`src/rtl/uart_pattern_gen_if.sv`:
```
// uart_pattern_gen_if: character/handshake bus between the pattern generator and a UART transmitter
interface uart_pattern_gen_if #(parameter int WIDTH = 8);
    logic [WIDTH-1:0] data;
    logic             send;
    logic             busy;
    modport master (output data, send, input busy);
    modport slave  (input data, send, output busy);
endinterface

```
`src/rtl/uart_pattern_gen.sv`:
```
// uart_pattern_gen: feeds a UART transmitter a repeating character pattern, one send pulse per character
module uart_pattern_gen #(
    parameter int               WIDTH       = 8,
    parameter logic [WIDTH-1:0] FIRST_CHAR  = 8'h30,
    parameter logic [WIDTH-1:0] LAST_CHAR   = 8'h39,
    parameter int               GAP_CYCLES  = 0,
    parameter int               ACK_TIMEOUT = 1023
) (
    input  logic              clk,
    input  logic              reset,
    input  logic              enable,
    input  logic [1:0]        mode,
    uart_pattern_gen_if.master tx,
    output logic [15:0]       chars_sent,
    output logic              ack_err,
    output logic              active
);
    localparam int GW = $clog2(GAP_CYCLES + 2);
    localparam int TW = $clog2(ACK_TIMEOUT + 2);
    localparam logic [WIDTH-1:0] CR = WIDTH'(8'h0D);
    localparam logic [WIDTH-1:0] LF = WIDTH'(8'h0A);

    typedef enum logic [2:0] {IDLE, SEND, WAIT_ACK, WAIT_DONE, GAP} state_t;

    state_t           state, nxt;
    logic [WIDTH-1:0] data, nxt_char;
    logic [GW-1:0]    gcnt;
    logic [TW-1:0]    tcnt;
    logic [15:0]      count;
    logic             armed, in_range, ack_expired, gap_done, done;

    assign tx.data     = data;
    assign tx.send     = state == SEND;
    assign active      = state != IDLE;
    assign chars_sent  = count;
    assign in_range    = data >= FIRST_CHAR && data <= LAST_CHAR;
    assign ack_expired = tcnt == TW'(ACK_TIMEOUT - 1);
    assign gap_done    = GAP_CYCLES <= 1 || gcnt == GW'(GAP_CYCLES - 1);
    assign done        = state == WAIT_DONE && !tx.busy;

    // Out-of-range data (e.g. CR/LF left over from mode 3) restarts the sequence at its natural start.
    assign nxt_char = mode == 2'd1 ? (in_range && data != FIRST_CHAR ? data - WIDTH'(1) : LAST_CHAR)
                    : mode == 2'd3 && data == CR ? LF
                    : mode != 2'd2 && in_range && data != LAST_CHAR ? data + WIDTH'(1)
                    : mode == 2'd3 && data == LAST_CHAR ? CR
                    : FIRST_CHAR;

    always_comb begin
        nxt = state;
        case (state)
            IDLE:      nxt = enable && !tx.busy && armed ? SEND : IDLE;
            SEND:      nxt = WAIT_ACK;
            WAIT_ACK:  nxt = tx.busy ? WAIT_DONE : ack_expired ? GAP : WAIT_ACK;
            WAIT_DONE: nxt = tx.busy ? WAIT_DONE : GAP_CYCLES > 0 ? GAP : IDLE;
            GAP:       nxt = gap_done ? IDLE : GAP;
            default:   nxt = IDLE;
        endcase
    end

    // armed holds off the first send until the second clock after reset release
    always_ff @(posedge clk or negedge reset) begin
        if (!reset) begin
            state   <= IDLE;
            data    <= FIRST_CHAR;
            count   <= '0;
            ack_err <= 1'b0;
            gcnt    <= '0;
            tcnt    <= '0;
            armed   <= 1'b0;
        end else begin
            state <= nxt;
            armed <= 1'b1;
            tcnt  <= state == WAIT_ACK ? tcnt + 1'b1 : '0;
            gcnt  <= state == GAP ? gcnt + 1'b1 : '0;
            if (state == WAIT_ACK && nxt == GAP)
                ack_err <= 1'b1;
            if (done) begin
                count <= count + 16'd1;
                data  <= nxt_char;
            end
        end
    end
endmodule

```
`src/flat_wrapper.sv`:
```
// flat-port wrapper written by rule: the top's interface ports become plain ports
module uart_pattern_gen_flat 
#(
    parameter int               WIDTH       = 8,
    parameter logic [WIDTH-1:0] FIRST_CHAR  = 8'h30,
    parameter logic [WIDTH-1:0] LAST_CHAR   = 8'h39,
    parameter int               GAP_CYCLES  = 0,
    parameter int               ACK_TIMEOUT = 1023
)
  (clk, reset, enable, mode, chars_sent, ack_err, active, tx_data, tx_send, tx_busy);
  uart_pattern_gen_if #(.WIDTH(WIDTH)) tx_i ();
  input  logic clk;
  input  logic reset;
  input  logic enable;
  input  logic [1:0] mode;
  output logic [15:0] chars_sent;
  output logic ack_err;
  output logic active;
  output wire logic [$bits(tx_i.data)-1:0] tx_data;
  output wire logic [$bits(tx_i.send)-1:0] tx_send;
  input wire logic [$bits(tx_i.busy)-1:0] tx_busy;
  assign tx_data = tx_i.data;
  assign tx_send = tx_i.send;
  assign tx_i.busy = tx_busy;
  uart_pattern_gen #(.WIDTH(WIDTH), .FIRST_CHAR(FIRST_CHAR), .LAST_CHAR(LAST_CHAR), .GAP_CYCLES(GAP_CYCLES), .ACK_TIMEOUT(ACK_TIMEOUT)) u_core (.clk(clk), .reset(reset), .enable(enable), .mode(mode), .tx(tx_i), .chars_sent(chars_sent), .ack_err(ack_err), .active(active));
endmodule
```
`config.mk`:
```
export PLATFORM = sky130hd
export DESIGN_NAME = uart_pattern_gen_flat
export DESIGN_NICKNAME = d
export VERILOG_FILES = /design/src/rtl/uart_pattern_gen_if.sv /design/src/rtl/uart_pattern_gen.sv /design/src/flat_wrapper.sv
export SDC_FILE = /design/constraint.sdc
export NUM_CORES = 1
export LEC_CHECK = 0
export BUFFER_PORTS_ARGS = -buffer_cell sky130_fd_sc_hd__buf_2
export CAP_MARGIN = 20
export CELL_PAD_IN_SITES_DETAIL_PLACEMENT = 1
export CELL_PAD_IN_SITES_GLOBAL_PLACEMENT = 1
export CORE_MARGIN = 2
export CORE_UTILIZATION = 45
export DETAILED_ROUTE_END_ITERATION = 8
export PLACE_DENSITY = 0.84
export SYNTH_ARGS = -nofsm -noshare
export SYNTH_HDL_FRONTEND = slang
export SYNTH_SLANG_ARGS = --single-unit
export TNS_END_PERCENT = 100
```
`constraint.sdc`:
```
create_clock -name clk -period 3.48 [get_ports clk]
set_input_delay 0.174 -clock clk [delete_from_list [all_inputs] [get_ports clk]]
set_output_delay 0.174 -clock clk [all_outputs]
set_load 0.05 [all_outputs]
```
==> flow_summary.json <==
{
  "outcome": "finished with violations",
  "violations": "negative hold slack",
  "dieHeight_um": 71.4,
  "cts_root_buf": "clkbuf_8",
  "wire_per_inst_um": 16.5,
  "setup_ws_final_ns": 1.14,
  "power.density_mw_per_mm2": 763,
  "worstSetupPathType": "flop to flop",
  "ys_ff_latch": 40,
  "postSynth.asyncResetShare": 1.00,
  "origin_of_the_critical_flop_to_flop_path": "u_core.tx.data[0]",
  "power.ir.vdd_worst_v": 0.000485,
  "vias_in_the_first_global_route": 1631,
  "timing.hold.worst.class": "primary input to asynchronous set/reset pin",
  "placedCellCount": 282,
  "drt_drc_violations_left": 0,
  "timing.setup.tns_ns": 0,
  "final-hold-violation-count": 22,
  "crit_path_max_fanout": 8,
  "coreArea_mm2": 0.00435,
  "number_of_enable_flip_flop_cells_after_synthesis": 0,
  "grt_overflow": 0,
  "rows": 24,
  "grt_antenna_before_repair": 0,
  "cts_resized": 0,
  "yosysWarningCount": 0,
  "fin_worst_skew_ns": 0.0129,
  "synth.lib_cells_used.distinct": 47,
  "layout_commonest_cell": "dfrtp_1",
  "area_growth_pct": 16.5,
  "grt_first_pass_wirelength_mm": 7.88,
  "route.detailed.vias_per_inst": 5.72,
  "period_share": 0.673,
  "timing.final.max_slew_violations": 0,
  "setup_repair_after_global_routing_missed_its_margin": "false",
  "globalplace.congestion": 0.874,
  "pre_cts_ws_ns": 1.17,
  "place.detailed.hpwl_mm": 3.41,
  "grt_usage": 0.202,
  "yosys_most_used_dff": "dfrtp_1",
  "antenna-diode-count": 0,
  "syn-cell-area_mm2": 0.00204,
  "timing.max_cap.violations": 0,
  "detail-route-antenna-nets": 0,
  "critPathSlowestCell": "a2111oi_0",
  "slowest_delay_ns": 0.72,
  "tritoncts.num_buffers": 5,
  "drc_marker_count_from_the_first_detailed_route_iteration": 102,
  "clock-sinks": 40,
  "syn-instance-count": 204,
  "slew_at_the_pin_with_the_worst_max_slew_slack_ns": 0.861,
  "ys_seq_area_frac": 0.491,
  "num_vias": 1659,
  "relSlewSlack": 0.426,
  "pin_count_of_the_biggest_net_entering_global_routing": 41,
  "regToRegSetupSlack_ns": 1.14,
  "buffer_ports.inserted": 32,
  "finalSetupViolCount": 0,
  "clock_latency_ns": 0.30,
  "floorplan.die_area_mm2": 0.00509,
  "drt_wl_total_mm": 4.77,
  "hold_ws_ns": -0.0213,
  "start_util": 0.469,
  "worst_setup_path_start_kind": "flop",
  "max_freq_mhz": 427,
  "layout_min_cycle_time_ns": 2.34,
  "post_synth.cell_area_avg_um2": 10.0,
  "maximum_level_of_the_cts_h_tree": 2,
  "number_of_buffers_added_for_setup_after_cts": 0,
  "synth_fp_nets": 216,
  "first_pass_iters": 4,
  "die_w_um": 71.4,
  "critical_path.cell_chain": "inv_1 > ha_1 > nor3b_1 > a2111oi_0 > o31ai_1 > a21oi_1 > a211oi_1",
  "setup.worst_path.end_class": "flop",
  "fin_total_pwr_uw": 1810,
  "worst_r2r_path_depth": 7,
  "most-common-layout-cells": "dfrtp_1, buf_2, nor2_1",
  "final_cell_count_no_fill": 290,
  "design.final.nets": 249,
  "tritoncts": "built",
  "clk_transition_reported_paths_ns": 0.08,
  "cts.hold.buffers_added": 0,
  "ios": 33,
  "cp.arrival_ns": 2.49,
  "cellLeakagePower_uw": 0.00111,
  "layout-drive-gt1-share": 0.202,
  "cts_buffer_depth": 2,
  "setup.worst_path.start": "u_core.tx.data[0]",
  "timing.critical_path.required_ns": 3.62
}
==> power breakdown <==
part           total [uW]  switching (uW)  leakage [uW]  internal, uW
Combinational         699             489      0.000514           210
Clock                 415             162     0.0000645           253
Sequential            700             149      0.000530           550
Total                1810             800       0.00111          1010
==> flip-flops by register name, summed over array words and instances (netlist names) <==
signal / flops
u_core.tcnt: 11
u_core.armed: 1
u_core.chars_sent: 16
u_core.tx.data: 8
u_core.ack_err: 1
u_core.state: 3
==> cell usage after synthesis, types with 6 or more instances <==
| master | instances | area share |
|---|---|---|
| dfrtp_1 | 38 | 0.47 |
| a21oi_1 | 10 | 0.025 |
| inv_1 | 6 | 0.011 |
| nor2_1 | 18 | 0.033 |
| xnor2_1 | 13 | 0.056 |
| nand3_1 | 12 | 0.029 |
| nand2_1 | 15 | 0.028 |
| nand4_1 | 12 | 0.037 |
| xor2_1 | 9 | 0.039 |
| o21ai_0 | 7 | 0.017 |
| ha_1 | 6 | 0.037 |
==> logic make-up (layout without fill, tap and decap cells) <==
family                     count (synthesis)  after routing  share of synthesized area
and+or+nand+nor                           89             89                      0.248
other                                      1              1                    0.00184
xor gates and xnor gates                  22             22                     0.0944
DFF                                       40             40                      0.491
adders and majority gates                  6              6                     0.0368
AOI/OAI and AO/OA                         32             32                      0.101
buffers and inverters                     14             48                     0.0270
==> path summary, 6_finish.rpt <==
check	to
worst max-delay path	u_core.tx.data[3]
worst min-delay path	u_core.chars_sent[14]
worst max register to register	u_core.tx.data[3]
worst min register to register	u_core.ack_err
max in group asynchronous	u_core.state[1]
min in group clk	u_core.state[0]
==> per-stage QoR <==
step / util / cell area, um2
floorplan: - / 2040
global placement: 0.517 / 2250
detailed placement: 0.517 / 2250
CTS: 0.546 / 2380
global route: 0.546 / 2380
finish: 0.546 / 2380
==> worst max-delay path: cells and delay by family (launching register included) <==
kind            cells  cell delay, ns
buf+inv             1            0.10
simple gates        1            0.18
compound gates      4            1.16
flops               1            0.49
fa+ha+maj           1            0.27
==> metal layers <==
metal | wire (um) | track usage
met1 | 2040 | 0.248
met2 | 2470 | 0.340
met3 | 191 | 0.0450
met4 | 76 | 0.0901
met5 | 0 | 0
==> cell type report <==
class,count,area [um2]
clock buffer,7,96.3
clock inverter,1,30.0
fill,502,1980
inverter,7,26.3
multi-input combinational,150,990
sequential,40,1000
tap,52,65.1
timing repair buffer,33,168
Note: power is estimated with default switching activity, not from simulation.
